## config.mk

```make
export PLATFORM = sky130hd
export DESIGN_NAME = mem_arbiter_flat
export DESIGN_NICKNAME = d
export VERILOG_FILES = /design/src/rtl/mem_arbiter_if.sv /design/src/rtl/mem_arbiter.sv /design/src/flat_wrapper.sv
export SDC_FILE = /design/constraint.sdc
export NUM_CORES = 1
export LEC_CHECK = 0
export CAP_MARGIN = 10
export CORE_ASPECT_RATIO = 1.1
export CORE_MARGIN = 8
export CORE_UTILIZATION = 46
export CTS_BUF_LIST = sky130_fd_sc_hd__clkbuf_4
export CTS_CLUSTER_DIAMETER = 120
export CTS_CLUSTER_SIZE = 8
export DETAILED_ROUTE_END_ITERATION = 6
export HOLD_SLACK_MARGIN = 0.05
export MAX_ROUTING_LAYER = met4
export PLACE_DENSITY = 0.92
export SYNTH_ARGS = -nofsm -noshare
export SYNTH_HDL_FRONTEND = slang
export SYNTH_SLANG_ARGS = --single-unit
```

## constraint.sdc

```tcl
create_clock -name clk -period 3 [get_ports clk]
set_input_delay 0.6 -clock clk [delete_from_list [all_inputs] [get_ports clk]]
set_output_delay 0.6 -clock clk [all_outputs]
set_load 0.02 [all_outputs]
```

## src/rtl/mem_arbiter_if.sv

```systemverilog
// mem_arbiter_if: bus bundle between the instruction/data requesters, the
// arbiter and the single-port RAM.
//
// Handshake: a requester raises *_req with its command stable and holds it
// until the matching *_ack pulse (one cycle). The arbiter answers each
// granted request with exactly one ack. Dropping *_req before a grant
// withdraws the request. Commands are sampled only at the grant edge.
//
// Port summary
//   i_req/i_addr            fetch request and address (requester -> arbiter)
//   i_data/i_ack            fetch read data and completion pulse
//   d_req/d_addr/d_wr_data  data request, address, write data
//   d_bytesel/d_wr_en       byte lanes and write flag
//   d_rd_data/d_ack         data read result and completion pulse
//   m_cs/m_addr/m_wr_data   RAM strobe and command (arbiter -> RAM)
//   m_bytesel/m_wr_en       RAM byte lanes and write flag
//   m_rd_data               RAM read data (RAM -> arbiter)
//
// Modports: slave is the arbiter; master is everything around it
// (requesters plus the RAM).
interface mem_arbiter_if;
    logic        i_req;
    logic [31:0] i_addr;
    logic [31:0] i_data;
    logic        i_ack;

    logic        d_req;
    logic [31:0] d_addr;
    logic [31:0] d_wr_data;
    logic [3:0]  d_bytesel;
    logic        d_wr_en;
    logic [31:0] d_rd_data;
    logic        d_ack;

    logic        m_cs;
    logic [31:0] m_addr;
    logic [31:0] m_wr_data;
    logic [3:0]  m_bytesel;
    logic        m_wr_en;
    logic [31:0] m_rd_data;

    modport slave (
        input  i_req, i_addr, d_req, d_addr, d_wr_data, d_bytesel, d_wr_en,
        input  m_rd_data,
        output i_data, i_ack, d_rd_data, d_ack,
        output m_cs, m_addr, m_wr_data, m_bytesel, m_wr_en
    );

    modport master (
        output i_req, i_addr, d_req, d_addr, d_wr_data, d_bytesel, d_wr_en,
        output m_rd_data,
        input  i_data, i_ack, d_rd_data, d_ack,
        input  m_cs, m_addr, m_wr_data, m_bytesel, m_wr_en
    );
endinterface

```

## src/rtl/mem_arbiter.sv

```systemverilog
// mem_arbiter: shares one single-port RAM between an instruction fetch port
// and a data port. One access is in flight at a time, three cycles each:
// grant (IDLE) -> access strobe (I_ACC/D_ACC) -> ack (I_RSP/D_RSP).
//
// Data requests win ties, but after MAX_DATA_RUN consecutive data grants made
// while a fetch was waiting, the fetch gets the next slot.
//
// Ports
//   clk        clock, everything changes on the rising edge
//   rst_n      asynchronous active-low reset; aborts any access in flight
//   bus        mem_arbiter_if.slave, requester and RAM signals
//   dbg_state  current FSM state (state_t encoding) for observation
module mem_arbiter #(
    parameter int unsigned MAX_DATA_RUN = 4
) (
    input  logic               clk,
    input  logic               rst_n,
    mem_arbiter_if.slave       bus,
    output logic [2:0]         dbg_state
);

    typedef enum logic [2:0] {
        IDLE  = 3'd0,
        I_ACC = 3'd1,
        D_ACC = 3'd2,
        I_RSP = 3'd3,
        D_RSP = 3'd4
    } state_t;

    localparam logic [3:0] RUN_MAX = 4'(MAX_DATA_RUN);

    state_t     state;
    logic [3:0] run_cnt;
    logic       run_at_max;
    logic       grant_d;

    assign run_at_max = (run_cnt == RUN_MAX);
    // Data wins unless a fetch has been starved for a full run.
    assign grant_d    = bus.d_req && !(bus.i_req && run_at_max);
    assign dbg_state  = state;

    always_ff @(posedge clk or negedge rst_n) begin
        if (!rst_n) begin
            state         <= IDLE;
            run_cnt       <= 4'd0;
            bus.i_data    <= 32'd0;
            bus.i_ack     <= 1'b0;
            bus.d_rd_data <= 32'd0;
            bus.d_ack     <= 1'b0;
            bus.m_cs      <= 1'b0;
            bus.m_addr    <= 32'd0;
            bus.m_wr_data <= 32'd0;
            bus.m_bytesel <= 4'd0;
            bus.m_wr_en   <= 1'b0;
        end else begin
            case (state)
                IDLE: begin
                    if (grant_d) begin
                        bus.m_cs      <= 1'b1;
                        bus.m_addr    <= bus.d_addr;
                        bus.m_wr_data <= bus.d_wr_data;
                        bus.m_bytesel <= bus.d_bytesel;
                        bus.m_wr_en   <= bus.d_wr_en;
                        // Only grants that overtake a waiting fetch count.
                        if (!bus.i_req) begin
                            run_cnt <= 4'd0;
                        end else if (!run_at_max) begin
                            run_cnt <= run_cnt + 4'd1;
                        end
                        state <= D_ACC;
                    end else if (bus.i_req) begin
                        bus.m_cs      <= 1'b1;
                        bus.m_addr    <= bus.i_addr;
                        bus.m_wr_data <= 32'd0;
                        bus.m_bytesel <= 4'hF;
                        bus.m_wr_en   <= 1'b0;
                        run_cnt       <= 4'd0;
                        state         <= I_ACC;
                    end
                end
                I_ACC: begin
                    bus.m_cs    <= 1'b0;
                    bus.m_wr_en <= 1'b0;
                    bus.i_ack   <= 1'b1;
                    bus.i_data  <= bus.m_rd_data;
                    state       <= I_RSP;
                end
                D_ACC: begin
                    bus.m_cs    <= 1'b0;
                    bus.m_wr_en <= 1'b0;
                    bus.d_ack   <= 1'b1;
                    // m_wr_en still holds this access's direction here.
                    if (!bus.m_wr_en) begin
                        bus.d_rd_data <= bus.m_rd_data;
                    end
                    state <= D_RSP;
                end
                I_RSP: begin
                    bus.i_ack <= 1'b0;
                    state     <= IDLE;
                end
                D_RSP: begin
                    bus.d_ack <= 1'b0;
                    state     <= IDLE;
                end
                default: begin
                    state <= IDLE;
                end
            endcase
        end
    end

endmodule
```

## src/flat_wrapper.sv

```systemverilog
// flat-port wrapper written by rule: the top's interface ports become plain ports
module mem_arbiter_flat 
#(
    parameter int unsigned MAX_DATA_RUN = 4
)
  (clk, rst_n, dbg_state, bus_i_req, bus_i_addr, bus_d_req, bus_d_addr, bus_d_wr_data, bus_d_bytesel, bus_d_wr_en, bus_m_rd_data, bus_i_data, bus_i_ack, bus_d_rd_data, bus_d_ack, bus_m_cs, bus_m_addr, bus_m_wr_data, bus_m_bytesel, bus_m_wr_en);
  mem_arbiter_if bus_i ();
  input  logic clk;
  input  logic rst_n;
  output logic [2:0] dbg_state;
  input wire logic [$bits(bus_i.i_req)-1:0] bus_i_req;
  input wire logic [$bits(bus_i.i_addr)-1:0] bus_i_addr;
  input wire logic [$bits(bus_i.d_req)-1:0] bus_d_req;
  input wire logic [$bits(bus_i.d_addr)-1:0] bus_d_addr;
  input wire logic [$bits(bus_i.d_wr_data)-1:0] bus_d_wr_data;
  input wire logic [$bits(bus_i.d_bytesel)-1:0] bus_d_bytesel;
  input wire logic [$bits(bus_i.d_wr_en)-1:0] bus_d_wr_en;
  input wire logic [$bits(bus_i.m_rd_data)-1:0] bus_m_rd_data;
  output wire logic [$bits(bus_i.i_data)-1:0] bus_i_data;
  output wire logic [$bits(bus_i.i_ack)-1:0] bus_i_ack;
  output wire logic [$bits(bus_i.d_rd_data)-1:0] bus_d_rd_data;
  output wire logic [$bits(bus_i.d_ack)-1:0] bus_d_ack;
  output wire logic [$bits(bus_i.m_cs)-1:0] bus_m_cs;
  output wire logic [$bits(bus_i.m_addr)-1:0] bus_m_addr;
  output wire logic [$bits(bus_i.m_wr_data)-1:0] bus_m_wr_data;
  output wire logic [$bits(bus_i.m_bytesel)-1:0] bus_m_bytesel;
  output wire logic [$bits(bus_i.m_wr_en)-1:0] bus_m_wr_en;
  assign bus_i.i_req = bus_i_req;
  assign bus_i.i_addr = bus_i_addr;
  assign bus_i.d_req = bus_d_req;
  assign bus_i.d_addr = bus_d_addr;
  assign bus_i.d_wr_data = bus_d_wr_data;
  assign bus_i.d_bytesel = bus_d_bytesel;
  assign bus_i.d_wr_en = bus_d_wr_en;
  assign bus_i.m_rd_data = bus_m_rd_data;
  assign bus_i_data = bus_i.i_data;
  assign bus_i_ack = bus_i.i_ack;
  assign bus_d_rd_data = bus_i.d_rd_data;
  assign bus_d_ack = bus_i.d_ack;
  assign bus_m_cs = bus_i.m_cs;
  assign bus_m_addr = bus_i.m_addr;
  assign bus_m_wr_data = bus_i.m_wr_data;
  assign bus_m_bytesel = bus_i.m_bytesel;
  assign bus_m_wr_en = bus_i.m_wr_en;
  mem_arbiter #(.MAX_DATA_RUN(MAX_DATA_RUN)) u_core (.clk(clk), .rst_n(rst_n), .bus(bus_i), .dbg_state(dbg_state));
endmodule
```

==> flow_summary.toml, run 1 <==
[synth]
synth_edf_count = 0
syn_avg_cell_area_sq_um = 12.8
synth_area_leader_cell = "dfrtp_1"
synth_top_area_frac = 0.614
yosysMostFrequentCell = "dfrtp_1"
synth_area_leaders = "dfrtp_1 61%, mux2_2 12%, a22o_1 4.8%, a31oi_1 3.4%, o21ai_0 3.0%"
synth_cell_type_count = 40
yosysSeqAreaShare = 0.614
ys_ff_latch = 143
synthTopCellsByCount = "143 x dfrtp_1, 63 x mux2_2, 35 x o21ai_0, 34 x nand3_1"
synth_area_sq_mm = 0.00583
syn_inst = 454
yosys_warnings = 0
synth_ff_type = "dfrtp_1"
syn_nets = 593
async_flop_share = 1.00

[pwr]
pwr-share-comb = 0.525
p_sw_frac = 0.398
p_total_uw = 9900
internal_power_uw = 5960
power.density_mw_per_mm2 = 1100
p_switching_uw = 3940
peakVddDrop_mv = 0.670
power.leakage_uw = 0.00373
p_clk_frac = 0.130
p_seq_frac = 0.345

[timing]
hold_viol = 0
relSlewSlack = 0.454
fin_tns_setup_ns = 0
setup_violations = 0
clock.fmax_mhz = 419
setup_slack_ns = 0.613
rsz0062_at_grt = "no"
worst_pin_slew_ns = 0.819
fin_crit_sh = 0.796
drv_slew = 0
min_period_ns = 2.39
whs_ns = 0.505
finClkSkew_ns = 0.0262

[placement]
gp_congestion = 0.805
numPortBuffers = 275
dpl-instance-area_sq_mm = 0.00868
dp_hpwl_microns = 14300
post-place-ws_ns = 0.670

[setup_path]
path_cells = "clkdlybuf4s50_1"
cp_slowest_cell = "clkdlybuf4s50_1"
required_ns = 2.40
slowest_delay_ns = 0.73
worst-path-max-fanout = 7
arrival_ns = 1.79
setup.worst_path.start_class = "flop"
critPathKind = "reg -> out"
critical_path.top_delay_family = "buffers and inverters"
cp-end-kind = "output port"
crit_buf_inv = 1

[cts]
numCtsBuffers = 17
insertion_delay_ns = 0.52
cts_buffer_depth = 2
post_cts_resized = 0
cts_root_buffer = "clkbuf_4"
clk_pin_slew_worst_paths_ns = 0.13
cts_setup_buffers = 0
cts_tree = "yes"
h-tree-depth = 4
cts_sinks = 143
cts_hold_buf = 1

[grt]
grt_pass1_vias = 5361
grt_first_pass_wirelength_microns = 29100
antenna_found_initial = 1
grt_max_degree = 63
grt_overflow = 0
grt_use_total = 0.232

[routing]
via_per_inst = 5.65
dr.pass1.iters = 7
wl_per_cell_microns = 21.4
m1WireLength_microns = 7470
drcViolationCount = 0
route.met3.wl_microns = 1890
drt_iter0_markers = 444
routed_wl_microns = 19200
wl_met2_microns = 9500
highest_layer = "met4"
vias = 5057
drtAntennaViolNets = 0

[run]
cap_violations = 0

[final_layout]
fillers = 813
finalNetCount = 863
design_area_sq_mm = 0.00900
syn2layout_area_growth_pct = 54.3
drive_above_1_share = 0.157

[die]
coreArea_sq_mm = 0.0125
chipWidth_microns = 123
ios = 276
dieArea_sq_mm = 0.0165
dieHeight_microns = 134
start_util = 0.467
num_rows = 43

[outcome]
status = "complete, no violations"

[worst_hold_path]
min_path_type = "reg -> reg"
cell families after synthesis:
| logic type | share of synthesized area |
|---|---|
| adders and majority gates | 0.00429 |
| xor gates and xnor gates | 0.00150 |
| DFF | 0.614 |
| buffers and inverters | 0.0419 |
| AOI/OAI and AO/OA | 0.159 |
| muxes | 0.125 |
| and+or+nand+nor | 0.0543 |
per-stage QoR:
step           std cells   util
2_1_floorplan        454      -
3_3_place_gp         861  0.696
3_5_place_dp         861  0.696
4_1_cts              894  0.721
5_1_grt              895  0.721
6_report             895  0.721
path summary, 6_finish.rpt:
path                                     start               endpoint  slack, ns  cells after the start
setup / recovery           u_core.dbg_state[1]           dbg_state[1]       0.61                      1
hold / removal                u_core.bus.i_ack       u_core.bus.i_ack       0.50                      1
setup reg to reg           u_core.dbg_state[1]  u_core.bus.m_addr[25]       0.96                      5
hold reg to reg               u_core.bus.i_ack       u_core.bus.i_ack       0.50                      1
max in group asynchronous                rst_n    u_core.dbg_state[2]       1.59                      3
min in group asynchronous                rst_n  u_core.bus.i_data[10]       0.56                      2
layout by cell type, fill, tap and decap left out, drive strengths merged, types with 2 or more instances in the layout:
| cell type | count |
|---|---|
| inv | 11 |
| bufinv | 2 |
| nor2 | 2 |
| nand2 | 5 |
| a21o | 2 |
| nand2b | 2 |
| clkinvlp | 3 |
| clkdlybuf4s50 | 274 |
| ha | 2 |
| a22o | 32 |
| clkinv | 4 |
| a21oi | 32 |
| nand3 | 34 |
| a31oi | 32 |
| dfrtp | 143 |
| mux2 | 64 |
| buf | 15 |
| o21ai | 35 |
| clkbuf | 17 |
| o22a | 4 |
| or2 | 2 |
| nand4 | 2 |
registers in the layout (all words and copies together), names as in the netlist:
signal / flops
u_core.bus.m_cs: 1
u_core.bus.m_wr_data: 32
u_core.bus.i_ack: 1
u_core.bus.m_bytesel: 4
u_core.bus.m_wr_en: 1
u_core.bus.m_addr: 32
u_core.dbg_state: 3
u_core.bus.d_ack: 1
u_core.run_cnt: 4
u_core.bus.i_data: 32
u_core.bus.d_rd_data: 32
power groups by stage:
| stage | sequential (uW) | clock, uW | combinational, uW |
|---|---|---|---|
| after floorplan | 4460 | 0 | 1640 |
| after global routing | 3510 | 1390 | 5490 |
| final | 3420 | 1290 | 5200 |
| after global placement | 3390 | 0 | 5080 |
| after CTS | 3410 | 1310 | 5260 |
| after detailed placement | 3440 | 0 | 5230 |
layout make-up:
class	count	area [sq um]	share of cell area
sequential	143	3580	0.398
timing repair buffer	290	2880	0.320
multi-input combinational	267	2020	0.224
tap	157	196	0.0218
clock inverter	15	175	0.0195
clock buffer	17	128	0.0142
inverter	5	18.8	0.00209
antenna	1	2.50	0.000278
per-layer routing:
| metal | vias up | track usage |
|---|---|---|
| met5 | - | - |
| met4 | 0 | 0.0723 |
| met3 | 24 | 0.0698 |
| met2 | 279 | 0.374 |
| met1 | 2520 | 0.273 |
| li1 | 2234 | - |
Power figures use the tool's default switching activity.
==> run 2: changes to the inputs <==
--- a/config.mk
+++ b/config.mk
@@ -8,14 +8,14 @@
 export CAP_MARGIN = 10
 export CORE_ASPECT_RATIO = 1.1
 export CORE_MARGIN = 8
-export CORE_UTILIZATION = 46
+export CORE_UTILIZATION = 38
 export CTS_BUF_LIST = sky130_fd_sc_hd__clkbuf_4
 export CTS_CLUSTER_DIAMETER = 120
 export CTS_CLUSTER_SIZE = 8
 export DETAILED_ROUTE_END_ITERATION = 6
 export HOLD_SLACK_MARGIN = 0.05
 export MAX_ROUTING_LAYER = met4
-export PLACE_DENSITY = 0.92
+export PLACE_DENSITY = 0.81
 export SYNTH_ARGS = -nofsm -noshare
 export SYNTH_HDL_FRONTEND = slang
 export SYNTH_SLANG_ARGS = --single-unit
==> constraint.sdc (replaced) <==
create_clock -name clk -period 2.1 [get_ports clk]
set_input_delay 0.42 -clock clk [delete_from_list [all_inputs] [get_ports clk]]
set_output_delay 0.42 -clock clk [all_outputs]
set_load 0.02 [all_outputs]
==> run 2 against run 1 <==
  * Final cell count is 4.8% higher
  * Core utilization is 11 points lower
  * Die area is 18% higher
  * Via count is 3.2% lower
  * Routed wire length is 2.0% lower
  * Flip-flop and latch count stayed put
  * Total power is 42% higher
  * Worst setup slack worse by 0.51 ns
  * Register-to-register slack worse by 0.71 ns
  * Clock power is 34% higher
  * Critical path type unchanged
==> flow_summary.toml, run 2 (synthesis gave the netlist of run 1 again) <==
[outcome]
status = "complete, no violations"

[setup_path]
path_cells = "clkdlybuf4s50_1"
critPathKind = "reg -> out"
setup.worst_path.start_class = "flop"
critical_path.top_delay_family = "buffers and inverters"
required_ns = 1.68
slowest_delay_ns = 0.67
crit_buf_inv = 1
arrival_ns = 1.57
worst-path-max-fanout = 3
cp_slowest_cell = "clkdlybuf4s50_1"
cp-end-kind = "output port"

[grt]
grt_first_pass_wirelength_microns = 29600
grt_max_degree = 57
grt_overflow = 0
grt_pass1_vias = 5464
antenna_found_initial = 1
grt_use_total = 0.196

[cts]
cts_root_buffer = "clkbuf_4"
h-tree-depth = 4
cts_tree = "yes"
cts_sinks = 143
numCtsBuffers = 17
cts_buffer_depth = 2
clk_pin_slew_worst_paths_ns = 0.14
insertion_delay_ns = 0.51

[routing]
via_per_inst = 5.22
drtAntennaViolNets = 0
dr.pass1.iters = 5
wl_per_cell_microns = 20.0
drcViolationCount = 0
drt_iter0_markers = 293
routed_wl_microns = 18800
vias = 4896

[die]
ios = 276
coreArea_sq_mm = 0.0151
chipWidth_microns = 134
dieArea_sq_mm = 0.0196
start_util = 0.387
num_rows = 47
dieHeight_microns = 146

[placement]
dp.cells = 904
numPortBuffers = 275
post-place-ws_ns = -0.0809
gp_congestion = 0.800
dp_hpwl_microns = 14500
dpl-instance-area_sq_mm = 0.00884

[final_layout]
syn2layout_area_growth_pct = 56.6
drive_above_1_share = 0.162
final_cells = 938
design_area_sq_mm = 0.00913
layout_common_cells = "271 x clkdlybuf4s50_1, 143 x dfrtp_1, 63 x mux2_2"
finalNetCount = 867
final_common_cell = "clkdlybuf4s50_1"

[timing]
rsz0062_at_grt = "no"
setup_slack_ns = 0.107
whs_ns = 0.375
setup_violations = 0
drv_slew = 0
min_period_ns = 1.99
relSlewSlack = 0.705
clock.fmax_mhz = 502
fin_crit_sh = 0.949
fin_tns_setup_ns = 0
worst_pin_slew_ns = 0.443
finClkSkew_ns = 0.0102
hold_viol = 0

[pwr]
p_switching_uw = 5610
power.density_mw_per_mm2 = 1540
peakVddDrop_mv = 0.800
power.leakage_uw = 0.00377
internal_power_uw = 8480
p_seq_frac = 0.346
p_clk_frac = 0.123
pwr-share-comb = 0.531
p_sw_frac = 0.398

[run]
cap_violations = 0

[worst_hold_path]
min_path_type = "in -> async"
==> run 2: changes by cell type in the layout (fill, tap and decap cells not counted) <==
cell             previous run  this run
clkinv_8                    0         1
clkinv_2                    0         1
clkdlybuf4s50_1           274       271
dlygate4sd2_1               0         3
inv_6                       2         3
buf_4                      13        11
clkinv_4                    3         2
inv_8                       4         3
bufinv_16                   2         1
buf_12                      1         7
==> run 2: layer usage <==
layer / GRT usage / part of all wire / vias to the layer above
met5: - / 0 / -
met4: 0.0658 / 0.020 / 0
met3: 0.0639 / 0.090 / 22
met2: 0.321 / 0.50 / 262
met1: 0.220 / 0.40 / 2372
li1: - / - / 2240
==> run 2: repair_timing <==
item | 4_1_cts | 5_1_grt
setup endpoints to repair | 3 | 0
endpoints found under the hold margin | 42 | 0
gates resized for setup | 3 | 0
hold buffers | 1 | 0
buffers inserted | 0 | 0
==> run 2: final timing paths <==
| path | startpoint | to | slack, ns | cells after the start |
|---|---|---|---|---|
| max in group asynchronous | rst_n | u_core.bus.i_data[9] | 1.07 | 3 |
| max | u_core.bus.d_ack | bus_d_ack | 0.11 | 1 |
| min reg2reg | u_core.bus.i_ack | u_core.bus.i_ack | 0.50 | 1 |
| min | rst_n | u_core.bus.d_rd_data[20] | 0.37 | 2 |
| min in group clk | bus_i_addr[15] | u_core.bus.m_addr[15] | 0.46 | 3 |
| max reg2reg | u_core.dbg_state[1] | u_core.bus.m_bytesel[3] | 0.25 | 4 |
==> run 2: final cells by class <==
class | count | area, sq um
Fill cell | 1199 | 5930
Sequential cell | 143 | 3580
Timing Repair Buffer | 294 | 2980
Multi-Input combinational cell | 267 | 2020
Tap cell | 196 | 245
Clock inverter | 15 | 155
Clock buffer | 17 | 128
Inverter | 5 | 18.8
Antenna cell | 1 | 2.50
==> run 2: power groups by stage <==
stage                     logic (uW)  registers, uW  clock network (uW)
after CTS                       7580           4880                1790
after global routing            7950           5030                1910
final                           7480           4870                1730
after global placement          7380           4860                   0
after detailed placement        7600           4910                   0
after floorplan                 2340           6370                   0
==> run 2: per-stage QoR <==
stage,total power (uW),util
after floorplan,8710,-
after global placement,12200,0.587
after detailed placement,12500,0.587
after CTS,14200,0.606
after global routing,14900,0.606
final,14100,0.606
==> run 3: changes to the inputs <==
--- a/config.mk
+++ b/config.mk
@@ -8,14 +8,15 @@
 export CAP_MARGIN = 10
 export CORE_ASPECT_RATIO = 1.1
 export CORE_MARGIN = 8
-export CORE_UTILIZATION = 38
+export CORE_UTILIZATION = 42
 export CTS_BUF_LIST = sky130_fd_sc_hd__clkbuf_4
 export CTS_CLUSTER_DIAMETER = 120
 export CTS_CLUSTER_SIZE = 8
 export DETAILED_ROUTE_END_ITERATION = 6
 export HOLD_SLACK_MARGIN = 0.05
 export MAX_ROUTING_LAYER = met4
-export PLACE_DENSITY = 0.81
+export PLACE_DENSITY = 0.85
+export SKIP_LAST_GASP = 1
 export SYNTH_ARGS = -nofsm -noshare
 export SYNTH_HDL_FRONTEND = slang
 export SYNTH_SLANG_ARGS = --single-unit
==> constraint.sdc (replaced) <==
create_clock -name clk -period 2.2 [get_ports clk]
set_input_delay 0.44 -clock clk [delete_from_list [all_inputs] [get_ports clk]]
set_output_delay 0.44 -clock clk [all_outputs]
set_load 0.02 [all_outputs]
==> run 3 against run 2 <==
  * Flip-flop and latch count is the same
  * Sequential share of layout area shrank 0.070 points
  * Count of clock-buffer cells in the layout is the same
  * Critical endpoint is now bus_m_addr[16]
  * Critical path type unchanged
  * Largest cell class unchanged
==> flow_summary.toml, run 3 (synthesis gave the netlist of run 1 again) <==
[timing]
hold_viol = 0
drv_slew = 0
min_period_ns = 2.02
setup_violations = 0
worst_pin_slew_ns = 0.503
rsz0062_at_grt = "no"
fin_tns_setup_ns = 0
fin_crit_sh = 0.918
relSlewSlack = 0.664
clock.fmax_mhz = 495
finClkSkew_ns = 0.0241

[die]
coreArea_sq_mm = 0.0137
ios = 276
dieHeight_microns = 140
dieArea_sq_mm = 0.0179
chipWidth_microns = 128
num_rows = 45
start_util = 0.426

[final_layout]
syn2layout_area_growth_pct = 56.9
layout_common_cells = "271 x clkdlybuf4s50_1, 143 x dfrtp_1, 63 x mux2_2"
seqCellArea_sq_mm = 0.00358
num_antenna_cells = 0
drive_above_1_share = 0.164
fillers = 1027
multi_input_area_sq_mm = 0.00202
finalNetCount = 868
final_common_cell = "clkdlybuf4s50_1"
final_cells = 930
design_area_sq_mm = 0.00914

[placement]
gp_congestion = 0.857
numPortBuffers = 275
dp.cells = 897
dpl-instance-area_sq_mm = 0.00886
dp_hpwl_microns = 14900

[cts]
numCtsBuffers = 17
clk_pin_slew_worst_paths_ns = 0.13
cts_sinks = 143
cts_setup_buffers = 0
cts_buffer_depth = 2
cts_tree = "yes"
cts_root_buffer = "clkbuf_4"
insertion_delay_ns = 0.51
h-tree-depth = 4

[grt]
grt_first_pass_wirelength_microns = 29900
antenna_found_initial = 0
grt_overflow = 0
grt_use_total = 0.220
grt_pass1_vias = 5538
grt_max_degree = 60

[routing]
vias = 5025
drcViolationCount = 0
routed_wl_microns = 19500
drt_iter0_markers = 284
drtAntennaViolNets = 0
wl_per_cell_microns = 20.9
dr.pass1.iters = 6
via_per_inst = 5.40

[setup_path]
setup.worst_path.start_class = "flop"
arrival_ns = 1.58
crit_buf_inv = 1
worst-path-max-fanout = 2
slowest_delay_ns = 0.65
cp_slowest_cell = "clkdlybuf4s50_1"
required_ns = 1.76
path_cells = "clkdlybuf4s50_1"
cp-end-kind = "output port"
critPathKind = "reg -> out"
critical_path.top_delay_family = "buffers and inverters"

[pwr]
peakVddDrop_mv = 0.613
internal_power_uw = 8120
p_seq_frac = 0.343
p_switching_uw = 5450
p_sw_frac = 0.402
p_clk_frac = 0.122
power.density_mw_per_mm2 = 1480
pwr-share-comb = 0.535
power.leakage_uw = 0.00378

[worst_hold_path]
min_path_type = "in -> async"

[outcome]
status = "complete, no violations"

[run]
cap_violations = 0
==> run 3: path summary, 6_finish.rpt <==
kind,startpoint,end,slack [ns],cells past startpoint
worst max-delay path,u_core.bus.m_addr[16],bus_m_addr[16],0.18,1
worst min-delay path,rst_n,u_core.bus.i_data[30],0.43,2
worst max register to register,u_core.dbg_state[0],u_core.bus.m_wr_data[7],0.34,5
worst min register to register,u_core.bus.i_ack,u_core.bus.i_ack,0.49,1
max in group asynchronous,rst_n,u_core.bus.m_wr_en,1.03,3
min in group clk,u_core.bus.i_ack,u_core.bus.i_ack,0.49,1
==> run 3: metal layers <==
layer  global-route usage  part of all wire
met1                0.235              0.38
met2                0.388              0.53
met3               0.0585             0.072
met4               0.0633             0.017
met5                    -                 0
==> run 3: stage by stage <==
| stage | util | hold slack [ns] | total power, uW | setup WS [ns] |
|---|---|---|---|---|
| after floorplan | - | 0.144 | 8320 | 0.578 |
| final | 0.668 | 0.429 | 13600 | 0.181 |
| after CTS | 0.668 | 0.399 | 13700 | 0.132 |
| after detailed placement | 0.647 | 0.416 | 12000 | 0.143 |
| after global routing | 0.668 | 0.417 | 14200 | 0.0767 |
| after global placement | 0.647 | 0.403 | 11700 | 0.235 |
==> run 3: power by group through the flow <==
stage                     combinational [uW]  clock, uW  sequential (uW)
after global routing                    7630       1800             4800
final                                   7260       1650             4660
after CTS                               7340       1700             4660
after global placement                  7130          0             4610
after floorplan                         2230          0             6080
after detailed placement                7350          0             4700
==> run 3: cell type report <==
class                      instances  area share
timing repair buffer             295       0.330
inverter                           5     0.00205
clock inverter                    15      0.0166
sequential                       143       0.391
clock buffer                      17      0.0140
tap                              188      0.0257
multi-input combinational        267       0.221
==> run 3: timing repair <==
item                       CTS  global route
hold buffers                 1             0
hold endpoints to repair    49             0
setup endpoints to repair    3             0
resized for setup            3             0
